--- config.mk ---
export PLATFORM = sky130hd
export DESIGN_NAME = pipe_skid_buffer
export DESIGN_NICKNAME = d
export VERILOG_FILES = /design/src/rtl/pipe_pkg.sv /design/src/rtl/pipe_data_reg.sv /design/src/rtl/pipe_skid_buffer.sv
export SDC_FILE = /design/constraint.sdc
export NUM_CORES = 1
export LEC_CHECK = 0
export CAP_MARGIN = 20
export CORE_AREA = 2 2 53 55
export CTS_BUF_LIST = sky130_fd_sc_hd__clkbuf_8 sky130_fd_sc_hd__clkbuf_16
export CTS_CLUSTER_DIAMETER = 120
export DETAILED_ROUTE_END_ITERATION = 6
export DIE_AREA = 0 0 55 57
export HOLD_SLACK_MARGIN = 0.12
export PLACE_DENSITY = 0.72
export SYNTH_ARGS = -nofsm -noshare
export SYNTH_HDL_FRONTEND = slang
export SYNTH_SLANG_ARGS = --single-unit
--- constraint.sdc ---
create_clock -name clk_i -period 1.35 [get_ports clk_i]
set_input_delay 0.27 -clock clk_i [delete_from_list [all_inputs] [get_ports clk_i]]
set_output_delay 0.27 -clock clk_i [all_outputs]
set_load 0.02 [all_outputs]
--- src/rtl/pipe_pkg.sv ---
// ----------------------------------------------------------------------------
// pipe_pkg
// Shared definitions for the skid-buffer slice.
//   pipe_state_e : occupancy state of the two-entry skid buffer
//                  (EMPTY = 0 words, BUSY = 1 word in main, FULL = 2 words).
// ----------------------------------------------------------------------------
package pipe_pkg;

    typedef enum logic [1:0] {
        EMPTY = 2'd0,
        BUSY  = 2'd1,
        FULL  = 2'd2
    } pipe_state_e;

endpackage : pipe_pkg

--- src/rtl/pipe_data_reg.sv ---
// ----------------------------------------------------------------------------
// pipe_data_reg
// Clock-enabled payload register with asynchronous active-high reset.
//   clk_i : rising-edge clock
//   rst_i : asynchronous reset, loads RESET_VALUE
//   en_i  : load d_i at the next rising edge
//   d_i   : next payload
//   q_o   : registered payload
// ----------------------------------------------------------------------------
module pipe_data_reg #(
    parameter int unsigned           WORD_WIDTH  = 8,
    parameter logic [WORD_WIDTH-1:0] RESET_VALUE = '0
) (
    input  logic                  clk_i,
    input  logic                  rst_i,
    input  logic                  en_i,
    input  logic [WORD_WIDTH-1:0] d_i,
    output logic [WORD_WIDTH-1:0] q_o
);

    always_ff @(posedge clk_i or posedge rst_i) begin
        if (rst_i) begin
            q_o <= RESET_VALUE;
        end else if (en_i) begin
            q_o <= d_i;
        end
    end

endmodule : pipe_data_reg

--- src/rtl/pipe_skid_buffer.sv ---
// ----------------------------------------------------------------------------
// pipe_skid_buffer
// Two-entry valid/ready pipeline stage with fully registered outputs.
// The main register drives out_data_o; the skid register catches the one
// extra word accepted while the downstream stalls.
//   clk_i       : rising-edge clock
//   rst_i       : asynchronous active-high reset (empties the buffer)
//   clear_i     : synchronous flush of held words, wins over any transfer
//   in_valid_i  : upstream word valid
//   in_ready_o  : buffer can accept a word
//   in_data_i   : upstream payload
//   out_valid_o : downstream word valid
//   out_ready_i : downstream accepts word
//   out_data_o  : downstream payload
// ----------------------------------------------------------------------------
module pipe_skid_buffer
    import pipe_pkg::*;
#(
    parameter int unsigned           WORD_WIDTH  = 8,
    parameter logic [WORD_WIDTH-1:0] RESET_VALUE = '0
) (
    input  logic                  clk_i,
    input  logic                  rst_i,
    input  logic                  clear_i,
    input  logic                  in_valid_i,
    output logic                  in_ready_o,
    input  logic [WORD_WIDTH-1:0] in_data_i,
    output logic                  out_valid_o,
    input  logic                  out_ready_i,
    output logic [WORD_WIDTH-1:0] out_data_o
);

    pipe_state_e           state;
    pipe_state_e           state_next;
    logic                  out_valid_q;
    logic                  in_ready_q;
    logic                  in_xfer;
    logic                  out_xfer;
    logic                  main_en;
    logic                  skid_en;
    logic                  main_from_skid;
    logic [WORD_WIDTH-1:0] main_d;
    logic [WORD_WIDTH-1:0] skid_q;

    // Handshake flags are derived from the registered output copies so the
    // transfer decisions match exactly what the neighbours observe.
    assign in_xfer  = in_valid_i  & in_ready_q;
    assign out_xfer = out_ready_i & out_valid_q;

    // valid/ready are kept as dedicated flops loaded from the next state,
    // so no input reaches an output without passing a register.
    always_ff @(posedge clk_i or posedge rst_i) begin
        if (rst_i) begin
            state       <= EMPTY;
            out_valid_q <= 1'b0;
            in_ready_q  <= 1'b1;
        end else begin
            state       <= state_next;
            out_valid_q <= (state_next != EMPTY);
            in_ready_q  <= (state_next != FULL);
        end
    end

    always_comb begin
        state_next     = state;
        main_en        = 1'b0;
        skid_en        = 1'b0;
        main_from_skid = 1'b0;

        if (clear_i) begin
            state_next = EMPTY;
        end else begin
            unique case (state)
                EMPTY: begin
                    if (in_xfer) begin
                        state_next = BUSY;
                        main_en    = 1'b1;
                    end
                end
                BUSY: begin
                    if (in_xfer && out_xfer) begin
                        main_en = 1'b1;
                    end else if (in_xfer) begin
                        state_next = FULL;
                        skid_en    = 1'b1;
                    end else if (out_xfer) begin
                        state_next = EMPTY;
                    end
                end
                FULL: begin
                    if (out_xfer) begin
                        state_next     = BUSY;
                        main_en        = 1'b1;
                        main_from_skid = 1'b1;
                    end
                end
                default: begin
                    state_next = EMPTY;
                end
            endcase
        end
    end

    assign main_d = main_from_skid ? skid_q : in_data_i;

    pipe_data_reg #(
        .WORD_WIDTH (WORD_WIDTH),
        .RESET_VALUE(RESET_VALUE)
    ) u_main_reg (
        .clk_i(clk_i),
        .rst_i(rst_i),
        .en_i (main_en),
        .d_i  (main_d),
        .q_o  (out_data_o)
    );

    pipe_data_reg #(
        .WORD_WIDTH (WORD_WIDTH),
        .RESET_VALUE(RESET_VALUE)
    ) u_skid_reg (
        .clk_i(clk_i),
        .rst_i(rst_i),
        .en_i (skid_en),
        .d_i  (in_data_i),
        .q_o  (skid_q)
    );

    assign out_valid_o = out_valid_q;
    assign in_ready_o  = in_ready_q;

endmodule : pipe_skid_buffer
==> run summary <==
The core region is 2615 um2. On the final layout, the worst clock skew is 0.004730 ns. The relative contribution of sequential cells to total power is 44.0%. The tool flagged a number of max-cap violations equal to 0. The worst-skew pair later-pin latency came out at 0.25 ns. After the first detailed-routing iteration, the DRC count stood at 14. The detailed-route DRC error count is 0. The leakage power came out at 0.0006913 uW. The sum of negative setup slack came out at -0.7386 ns. The net count of the finished layout came out at 134. The net switching fraction of the power came out at 31.27%.

Port buffering added 22 buffers. The routed design could run at a clock period as short as 1.435 ns. Setup repair after global routing could not meet its margin everywhere. The final number of setup-violating endpoints is 17.

The number of vias per cell after detailed routing came out at 5.265. The overall via count from detail_route came out at 795. The post-synthesis net count is 97. The number of levels in the clock H-tree came out at 1. The setup path with the least slack is of type flop to flop. In this run the worst hold path is classified as input pin to async pin. sky130_fd_sc_hd__dfrtp_1 is the most common cell in the netlist. By count the netlist is led by sky130_fd_sc_hd__dfrtp_1 (19), sky130_fd_sc_hd__a21oi_1 (9), sky130_fd_sc_hd__inv_1 (9), sky130_fd_sc_hd__nor3_1 (9). Dividing total power by cell area gives a power density of 1455 nW/um2. Averaged over all synthesized cells, the footprint is 12.74 um2. Counting flops with a built-in enable in the synthesized netlist gives 0. Among all flip-flop cells after synthesis, the most frequent one is sky130_fd_sc_hd__dfrtp_1. The core occupancy in the finished layout is 56.08%.

The total count of hold-check failures in the final report came out at 0. The TritonCTS sink count came out at 20. The final reports fail on setup timing.

The async set-or-reset flop fraction in the synthesized netlist came out at 100.0%. The flow ran to the end, but the final reports show violations. The global router's overall resource usage is 17.25%. In the final routed layout, each cell accounts on average for 15.62 um. The setup slack of the critical path after layout is -0.08511 ns. The arrival time of data at the critical path endpoint came out at 1.57 ns. The starting density of the core came out at 40.91%. The critical path required time came out at 1.48 ns. The first global-routing pass estimated 4043 um of wire.

TritonCTS built the clock tree. The internal power is 1467 uW. The fraction of layout cells with a size suffix above 1 is 35.00%.

The area of the die is 3135 um2. The worst setup path is captured at a flop. During synthesis, Yosys emitted a total of 0 warnings.

The largest voltage drop on the vdd net is 1.021 mV. In this run the horizontal extent of the chip is 55 um. The remaining antenna violation count is 0. The pin slew with the least headroom to its limit is 0.3025 ns. The share of power burned in combinational logic came out at 38.2%. The number of global-route vias before repair was 897. The count of different cell masters after synthesis came out at 25. The number of antenna violations at the first check in global routing is 0. The number of placement rows came out at 19.

STA classifies the critical path startpoint as a flop. In this run the power spent charging and discharging nets is 667.4 uW. The synthesis-to-layout area growth is 37.08%. The share of power burned in the clock network came out at 17.8%. Routability-driven placement finished with a final weighted congestion of 0.8135. The fraction of the yosys area taken by sequential cells is 46.90%. 0 antenna diodes ended up in the layout. The number of clock buffers added by TritonCTS is 3. In this run the vertical extent of the chip is 57 um. The achievable frequency came out at 696.8 MHz. The total global routing overflow is 0.

Synthesis handed over a netlist of 84 instances. The maximum fanout encountered on the critical timing path came out at 8. After legalization and detailed placement, the total HPWL measured 1770 um. Of all cell types, the one taking the most synthesized area is sky130_fd_sc_hd__dfrtp_1. The clock tree root driver cell is sky130_fd_sc_hd__clkbuf_8. The count of pins over their slew limit was 0. The total I/O pin count is 23. After synthesis the netlist holds a flip-flop and latch count of 20. By area the synthesized netlist is led by sky130_fd_sc_hd__dfrtp_1 (44%), sky130_fd_sc_hd__a221oi_2 (11%), sky130_fd_sc_hd__mux2_4 (11%).

After clock tree synthesis, the clock-pin slew on the worst setup and hold paths is 0.07 ns. The period utilization came out at 106.3%. Counting the fill cells in the layout gives 245. Headroom to the max-slew limit came out at 79.71%. The area share of the leading cell type in the synthesized netlist is 44.44%. The maximum number of pins on one net before global-route repair is 13. The post-synthesis instance area came out at 1070 um2. The clock tree buffer depth is 2.

The number of iterations in the first detailed-routing pass came out at 4. After detailed routing, the total wire length is 2358 um.
==> per-layer routing <==
layer  wire length [um]  part of all wire [%]  track usage, %  up-vias
met3                118                   5.0           2.356        0
met2               1244                    53           29.25       21
met5                  0                     0               0        -
li1                   -                     -               -      379
met1                996                    42           23.42      395
met4                  0                     0           3.136        0
==> worst paths after layout <==
check	start	to	slack (ns)	cells past startpoint
setup / recovery	in_ready_o$_DFF_PP1_	u_skid_reg.q_o[0]$_DFFE_PP0P_	-0.09	3
hold / removal	rst_i	u_main_reg.q_o[0]$_DFFE_PP0P_	0.21	2
setup reg to reg	in_ready_o$_DFF_PP1_	u_skid_reg.q_o[0]$_DFFE_PP0P_	-0.09	3
hold reg to reg	u_skid_reg.q_o[1]$_DFFE_PP0P_	u_skid_reg.q_o[1]$_DFFE_PP0P_	0.52	1
max in group asynchronous	rst_i	in_ready_o$_DFF_PP1_	0.73	3
min in group clk_i	u_skid_reg.q_o[1]$_DFFE_PP0P_	u_skid_reg.q_o[1]$_DFFE_PP0P_	0.52	1
==> cells by family (layout without fill, tap and decap cells) <==
group,after synthesis,in the layout,share of synthesized area (%)
buffers and inverters,13,49,5.964
AOI/OAI and AO/OA,22,22,19.30
DFF,20,20,46.90
muxes,9,9,12.16
and+or+nand+nor,20,20,15.67
==> flip-flops by register name, indices dropped and copies added, names as in the netlist <==
name and count:
out_valid_o 1, u_main_reg.q_o 8, in_ready_o 1, u_skid_reg.q_o 8
state 2
==> power groups by stage <==
stage	clock network [uW]	registers, uW	logic [uW]
after global routing	420	962	881
after detailed placement	0	950	852
final	380	939	815
after global placement	0	946	836
after floorplan	0	1030	442
after CTS	389	938	826
==> through the flow <==
step	cell area [um2]	std cells	hold WS, ns	total power, uW	worst slack, ns
global placement	1398	146	0.4696	1782	-0.4955
global route	1466	151	0.2251	2262	-0.1457
finish	1466	151	0.2068	2134	-0.08511
CTS	1466	151	0.2111	2153	-0.09750
floorplan	1071	84	0.2330	1468	-0.1532
detailed placement	1398	146	0.4806	1802	-0.5207
==> layout make-up <==
class / count / area, um2 / share of cell area, %
multi-input combinational: 51 / 516.7 / 35.24
sequential: 20 / 503.0 / 34.30
timing repair buffer: 36 / 329.1 / 22.44
clock buffer: 3 / 41.29 / 2.816
tap: 31 / 38.79 / 2.645
inverter: 9 / 33.78 / 2.304
clock inverter: 1 / 3.754 / 0.2560
==> critical path, stage by stage (launching register included) <==
cell and delay, ns:
sky130_fd_sc_hd__dfstp_2 0.56, sky130_fd_sc_hd__and3b_2 0.23, sky130_fd_sc_hd__nand3b_4 0.19, sky130_fd_sc_hd__mux2_4 0.35
==> placed cells by master (no fill, tap or decap), drive strengths merged <==
| cell | n |
|---|---|
| o21bai | 1 |
| clkbuf | 3 |
| nand2 | 1 |
| nor3 | 9 |
| or3 | 1 |
| dfrtp | 19 |
| a21boi | 2 |
| and2 | 2 |
| nand4bb | 1 |
| nor4 | 1 |
| a21o | 1 |
| inv | 10 |
| and3b | 2 |
| a221oi | 8 |
| mux2i | 1 |
| nand2b | 1 |
| a21oi | 9 |
| nand4b | 1 |
| nand3b | 1 |
| dlygate4sd2 | 13 |
| dfstp | 1 |
| o31ai | 1 |
| mux2 | 8 |
| clkdlybuf4s50 | 9 |
| buf | 14 |
==> timing repair <==
action | in CTS | in global routing
buffers inserted | 1 | 0
pin swaps | 1 | 0
resized for setup | 19 | 0
endpoints found under the setup margin | 28 | 18
endpoints found under the hold margin | 0 | 0
hold buffers | 0 | 0
Note: power is estimated with default switching activity, not from simulation.
